==> config.mk <==
export PLATFORM = sky130hd
export DESIGN_NAME = rom_arbiter
export DESIGN_NICKNAME = d
export VERILOG_FILES = /design/src/rtl/rom_arbiter.sv
export SDC_FILE = /design/constraint.sdc
export NUM_CORES = 1
export LEC_CHECK = 0
export ABC_CLOCK_PERIOD_IN_PS = 1500
export CORE_MARGIN = 1
export CORE_UTILIZATION = 19
export DETAILED_ROUTE_END_ITERATION = 10
export PLACE_DENSITY = 0.77
export SLEW_MARGIN = 20
export SYNTH_ARGS = -nofsm -noshare
export SYNTH_HDL_FRONTEND = slang
export SYNTH_SLANG_ARGS = --single-unit
==> constraint.sdc <==
create_clock -name i_clk -period 1.5 [get_ports i_clk]
set_clock_uncertainty 0.2 [all_clocks]
set_input_delay 0.45 -clock i_clk [delete_from_list [all_inputs] [get_ports i_clk]]
set_output_delay 0.45 -clock i_clk [all_outputs]
set_load 0.02 [all_outputs]
==> src/rtl/rom_arbiter.sv <==
// Round-robin arbiter sharing the single-read-port program ROM between
// instruction fetch (IF) and load/store (LS), with one-cycle-late response routing.
module rom_arbiter #(
    parameter int DATA_WIDTH = 32,
    parameter int ADDR_WIDTH = 12
) (
    input  logic                  i_clk,
    input  logic                  i_rst,
    input  logic                  i_if_req,
    input  logic [ADDR_WIDTH-1:0] i_if_addr,
    output logic                  o_if_gnt,
    output logic                  o_if_rvalid,
    output logic [DATA_WIDTH-1:0] o_if_rdata,
    input  logic                  i_ls_req,
    input  logic [ADDR_WIDTH-1:0] i_ls_addr,
    output logic                  o_ls_gnt,
    output logic                  o_ls_rvalid,
    output logic [DATA_WIDTH-1:0] o_ls_rdata,
    output logic [ADDR_WIDTH-1:0] o_rom_addr,
    input  logic [DATA_WIDTH-1:0] i_rom_rdata
);

    localparam logic PORT_IF = 1'b0;
    localparam logic PORT_LS = 1'b1;

    logic last_gnt;
    logic rsp_valid;
    logic rsp_owner;

    // On a tie the port that did not win last time gets the ROM.
    always_comb begin
        o_if_gnt = 1'b0;
        o_ls_gnt = 1'b0;
        if (!i_rst) begin
            if (i_if_req && i_ls_req) begin
                if (last_gnt == PORT_LS) begin
                    o_if_gnt = 1'b1;
                end else begin
                    o_ls_gnt = 1'b1;
                end
            end else begin
                o_if_gnt = i_if_req;
                o_ls_gnt = i_ls_req;
            end
        end
    end

    assign o_rom_addr = o_if_gnt ? i_if_addr :
                        o_ls_gnt ? i_ls_addr : '0;

    always_ff @(posedge i_clk) begin
        if (i_rst) begin
            last_gnt  <= PORT_LS;
            rsp_valid <= 1'b0;
            rsp_owner <= PORT_IF;
        end else if (o_if_gnt || o_ls_gnt) begin
            last_gnt  <= o_ls_gnt;
            rsp_valid <= 1'b1;
            rsp_owner <= o_ls_gnt;
        end else begin
            rsp_valid <= 1'b0;
        end
    end

    // The tag is registered, so a response still lands in the first reset cycle.
    assign o_if_rvalid = rsp_valid && (rsp_owner == PORT_IF);
    assign o_ls_rvalid = rsp_valid && (rsp_owner == PORT_LS);
    assign o_if_rdata  = o_if_rvalid ? i_rom_rdata : '0;
    assign o_ls_rdata  = o_ls_rvalid ? i_rom_rdata : '0;

endmodule
Yosys cells after proc, flatten, opt, wreduce, memory -nomap -nowiden

Index checks and enable logic that the tools add are counted.

Mux-type cells: 11
Bitwise logic cells: 1
Reductions and logical operators: 4

Operators with widths:

| cell                | number |
|---|---|
| $mux W32            | 2 |
| $mux W12            | 2 |
| $mux W1             | 7 |
| $logic_and A1 B1 Y1 | 3 |
| $logic_or A1 B1 Y1  | 1 |
| $not A1 Y1          | 1 |

Bits in registers: 3
Bits of input ports: 60
Word-level logic and storage cells: 19

Depth between registers and ports, before layout

Depth in word-level cells: 5
Depth in mapped cells: 5
Depth with buffers taken out: 3

Worst setup path after synthesis

OpenSTA, ideal clock, no wires.

Kind: input to output
Start point: input i_if_req
End point: output o_rom_addr[1]
Data arrival time: 1.205 ns
Required time: 0.850 ns
Setup slack: -0.355 ns
Stages: 5
Cells stage by stage: buf_8 -> a21boi_4 -> buf_6 -> a32oi_1 -> nor2_1

Cells in the longest elaborated chain, start to end: 5
Elaborated cells on any way between the ends: 7
Those cells by class: mux (6); reduce/logical (1)

Ends and longest elaborated chain:

| what                | RTL line | source |
|---|---|---|
| from (decl)         | 9        | `input logic i_if_req,` |
| $logic_and A1 B1 Y1 | 35       | `if (i_if_req && i_ls_req) begin` |
| $mux W1             | 35       |  |
| $mux W1             | 34       | `if (!i_rst) begin` |
| $mux W12            | 49       | `o_ls_gnt ? i_ls_addr : '0;` |
| $mux W12 (*)        | 48       | `assign o_rom_addr = o_if_gnt ? i_if_addr :` |
| to (decl)           | 19       | `output logic [ADDR_WIDTH-1:0] o_rom_addr,` |

Mark *: on every way between the ends. The rest lies on a longest branch, timed or not.

Final worst setup path

Start point: input i_if_addr[6]
End point: output o_rom_addr[6]

Cells in the longest elaborated chain, start to end: 1

Ends and longest elaborated chain:

| what        | RTL line | source |
|---|---|---|
| from (decl) | 10       | `input logic [ADDR_WIDTH-1:0] i_if_addr,` |
| $mux W12    | 48       |  |

Every way passes these cells.

==> summary.md <==
The setup path with the least slack is of type primary input to primary output. TritonCTS built the clock tree. Data on the critical path arrives at its endpoint at 1310 ps. The initial cell density of the core is 20.0%, and the site row count is 23. The post-synthesis cell count was 121. The path type of the worst min-delay path is flop to flop.

The peak fanout along the critical path works out to 1. The run gives 3190 µm as the post-detailed-placement half-perimeter wirelength. Most frequently used flop master after synthesis: sky130_fd_sc_hd__dfxtp_1. The area growth from synthesis to layout is 285%. Wires add up to 5010 µm.

The tools report the number of nets at the end of the flow as 338. Setup violations remaining at the end of the flow were counted as 80. The signal on the critical path passes through clkdlybuf4s50_1 > a32oi_2 > nor2_2 > buf_6.

Sorting the synthesized cells by how often they occur yields sky130_fd_sc_hd__and2_1 (33), sky130_fd_sc_hd__and3_1 (32), sky130_fd_sc_hd__nor2_1 (16). The first global-routing pass estimated 6760 µm of wire. The DRC violation total after the first TritonRoute iteration is 23. The share of flip-flops with an asynchronous set or reset after synthesis is 0%, and the max-slew violation total from the final report is 0. The first detailed-routing pass took 4 iterations. The run gives 0.00312 mm² as the final cell area excluding filler cells.

Excluding fillers, the count of instances in the completed layout stands at 327. Clock latency on the worst-skew pair, taken at its later pin, is 210 ps. H-tree depth: 1.

Among cell families on the critical path, the largest total delay comes from buffers and inverters. The worst path needs 1960 ps of the cycle, external delays included. Counting tap cells, the placed design contains a total of 305 instances. For this run, design rule violations remaining after detail routing come to 0.

VDD sags by at most 0.275 mV. The share of the synthesized area in the top cell type came out at 25.5%. At the placement stage, the worst setup path has a slack of -1220 ps. The critical path contains buffers and inverters numbering 2 combined.

Global routing used 19.5% of the available tracks. The startpoint identified for the worst hold timing path is last_gnt. Summed over all cells, the static leakage comes to 1.50 nW. Synthesis produced a netlist with a net count of 181. In this run the vertical extent of the chip is 67.3 µm.

The biggest area contributor in the post-synthesis netlist is sky130_fd_sc_hd__and2_1. Yosys instantiated no cell more often than sky130_fd_sc_hd__and2_1. The number of global-route vias before repair is 1,342. The final reports fail on negative setup slack. The netlist area before placement is 810 µm². In this run the tool buffered the top-level ports with 139 buffer cells.

Fill cells in the final layout number 289. The tree is rooted in a sky130_fd_sc_hd__clkbuf_8. The longest individual stage delay on the worst path is 420 ps. The run finished, with violations left. The run gives 140 as the number of top-level design ports. The total CTS buffers is 3. The worst pin sits at a relative slew slack of 87.0%.

The startpoint type of the worst setup path is a primary input. The logs give 464 ps for the tightest hold margin and 0 for the count of yosys warnings during synthesis. The die width came out at 67.3 µm. The worst setup path is captured at a primary output.

Power spread over the standard cell area amounts to 396 mW/mm². Final worst setup slack: -455 ps. Yosys mapped a number of flops with a built-in enable equal to 0.

The die covers 0.00453 mm². Static timing analysis puts the maximum clock frequency at 511 MHz. The detail-routed net length per standard cell is 15.3 µm. Routability-driven placement finished with a final weighted congestion of 0.739. Ratio of routed vias to standard cells: 4.67. At the pin with the least slew margin, the transition time is 195 ps.

The tools report the number of sinks on the clock net as 3. In this run the critical register-to-register path is launched from last_gnt. Ranked by total cell area, the synthesized netlist is headed by sky130_fd_sc_hd__and2_1 (26%), sky130_fd_sc_hd__and3_1 (25%), sky130_fd_sc_hd__a32oi_1 (13%).

For this run the aggregate overflow at the end of global routing stands at 0. The mean area per synthesized cell works out to 6.69 µm². After detailed placement, the total cell area comes to 0.00244 mm². The final-report hold violation count was 0; the remaining antenna violation count after routing was 0.

After clock tree synthesis, the clock-pin slew on the worst setup and hold paths is 30 ps. The post-route netlist has 75.8% of its cells at a drive strength greater than 1. The most critical setup path has its startpoint at i_if_addr[6]. The data required time at the worst endpoint was 850 ps; the pin count of the biggest net entering global routing was 31. The logs give 1.24 mW for the final total power and 0 for the max-cap violation count.

The distinct cell type count after synthesis was 18; the antenna diode count was 0. After clock tree synthesis, the flow added hold-fix buffers numbering 0. The longest clock path from root to sink contains 2 buffers.

Dividing the final minimum period by the clock period gives 130%. For this design, the slowest cell found on the critical path is sky130_fd_sc_hd__clkdlybuf4s50_1. The detailed router placed 1,527 vias in this run. The floorplan step defined a core boundary enclosing 0.00406 mm². The sequential share of the synthesized area came out at 7.42%.

The synthesized flop and latch total is 3, and the number of antenna violations at the first check in global routing is 0. Setup repair after global routing could not meet its margin everywhere.
[final timing paths]
kind / endpoint / slack [ps] / cells past startpoint
setup reg to reg: rsp_owner / 280 / 6
setup / recovery: o_rom_addr[6] / -460 / 4
hold / removal: last_gnt / 460 / 3
hold reg to reg: last_gnt / 460 / 3
[sequential cells by signal, summed over array words and instances (netlist names)]
register	flops
last_gnt	1
rsp_owner	1
rsp_valid	1
[what timing repair did]
item,in CTS,in global routing
resized for setup,577,31
gates cloned,5,3
pin swaps,27,16
buffers inserted,5,6
setup endpoints to repair,82,80
[final cells by class]
class,instances,area (µm²),area share [%]
repair buffers,166,1890,60.6
multi-input cells,104,1050,33.6
flip-flops and latches,3,71.3,2.29
well taps,50,62.6,2.00
clock buffers,4,45.0,1.44
[where the power goes]
| group | switching [mW] | internal [mW] | leakage (nW) | total, mW |
|---|---|---|---|---|
| clock | 0.0533 | 0.181 | 0.0228 | 0.235 |
| combinational | 0.378 | 0.529 | 1.45 | 0.906 |
| sequential | 0.0105 | 0.0849 | 0.0262 | 0.0954 |
[kinds of logic (layout without fill, tap and decap cells)]
| logic type | Yosys count | in the layout | synth area share, % |
|---|---|---|---|
| flip-flops | 3 | 3 | 7.42 |
| AO/OA/AOI/OAI | 15 | 15 | 16.5 |
| AND/OR/NAND/NOR | 88 | 89 | 64.0 |
| buffers and inverters | 15 | 170 | 12.1 |
[layer usage]
metal / wire length (µm) / track usage (%) / vias up / part of all wire (%)
li1: - / - / 744 / -
met1: 1980 / 24.0 / 708 / 39
met2: 2640 / 35.8 / 73 / 53
met3: 379 / 3.55 / 2 / 7.6
met4: 8 / 2.66 / 0 / 0.16
met5: 0 / 0 / - / 0
[stage by stage]
| step | TNS (ps) | util (%) |
|---|---|---|
| after floorplan | -3650 | - |
| after global placement | -70480 | 60.1 |
| after detailed placement | -71070 | 60.1 |
| after CTS | -23820 | 72.1 |
| after global routing | -28510 | 76.9 |
| final | -26020 | 76.9 |
[worst min-delay path: stages, from the launching register on]
cell and delay [ps]:
sky130_fd_sc_hd__dfxtp_4 360, sky130_fd_sc_hd__buf_4 120, sky130_fd_sc_hd__o21ai_0 80, sky130_fd_sc_hd__nand2b_1 70
[cells in the final DEF, fill, tap and decap left out]
master / n
sky130_fd_sc_hd__clkbuf_8: 3
sky130_fd_sc_hd__and2_1: 3
sky130_fd_sc_hd__buf_12: 6
sky130_fd_sc_hd__and2_4: 30
sky130_fd_sc_hd__nor2_1: 2
sky130_fd_sc_hd__nand2_4: 3
sky130_fd_sc_hd__a21oi_1: 1
sky130_fd_sc_hd__dlygate4sd2_1: 32
sky130_fd_sc_hd__nand2b_1: 2
sky130_fd_sc_hd__nand2b_4: 2
sky130_fd_sc_hd__buf_16: 1
sky130_fd_sc_hd__nor2b_4: 1
sky130_fd_sc_hd__nor2_4: 2
sky130_fd_sc_hd__bufbuf_16: 2
sky130_fd_sc_hd__o21ai_0: 1
sky130_fd_sc_hd__and3_1: 1
sky130_fd_sc_hd__clkdlybuf4s15_1: 1
sky130_fd_sc_hd__buf_4: 11
sky130_fd_sc_hd__clkbuf_1: 1
sky130_fd_sc_hd__buf_6: 86
sky130_fd_sc_hd__clkbuf_16: 3
sky130_fd_sc_hd__and3_4: 30
sky130_fd_sc_hd__and3_2: 1
sky130_fd_sc_hd__dlymetal6s2s_1: 7
sky130_fd_sc_hd__a32oi_2: 12
sky130_fd_sc_hd__dfxtp_4: 3
sky130_fd_sc_hd__a21boi_4: 1
sky130_fd_sc_hd__clkdlybuf4s50_1: 16
sky130_fd_sc_hd__nor2_2: 12
sky130_fd_sc_hd__buf_8: 1
Power figures use the tool's default switching activity.
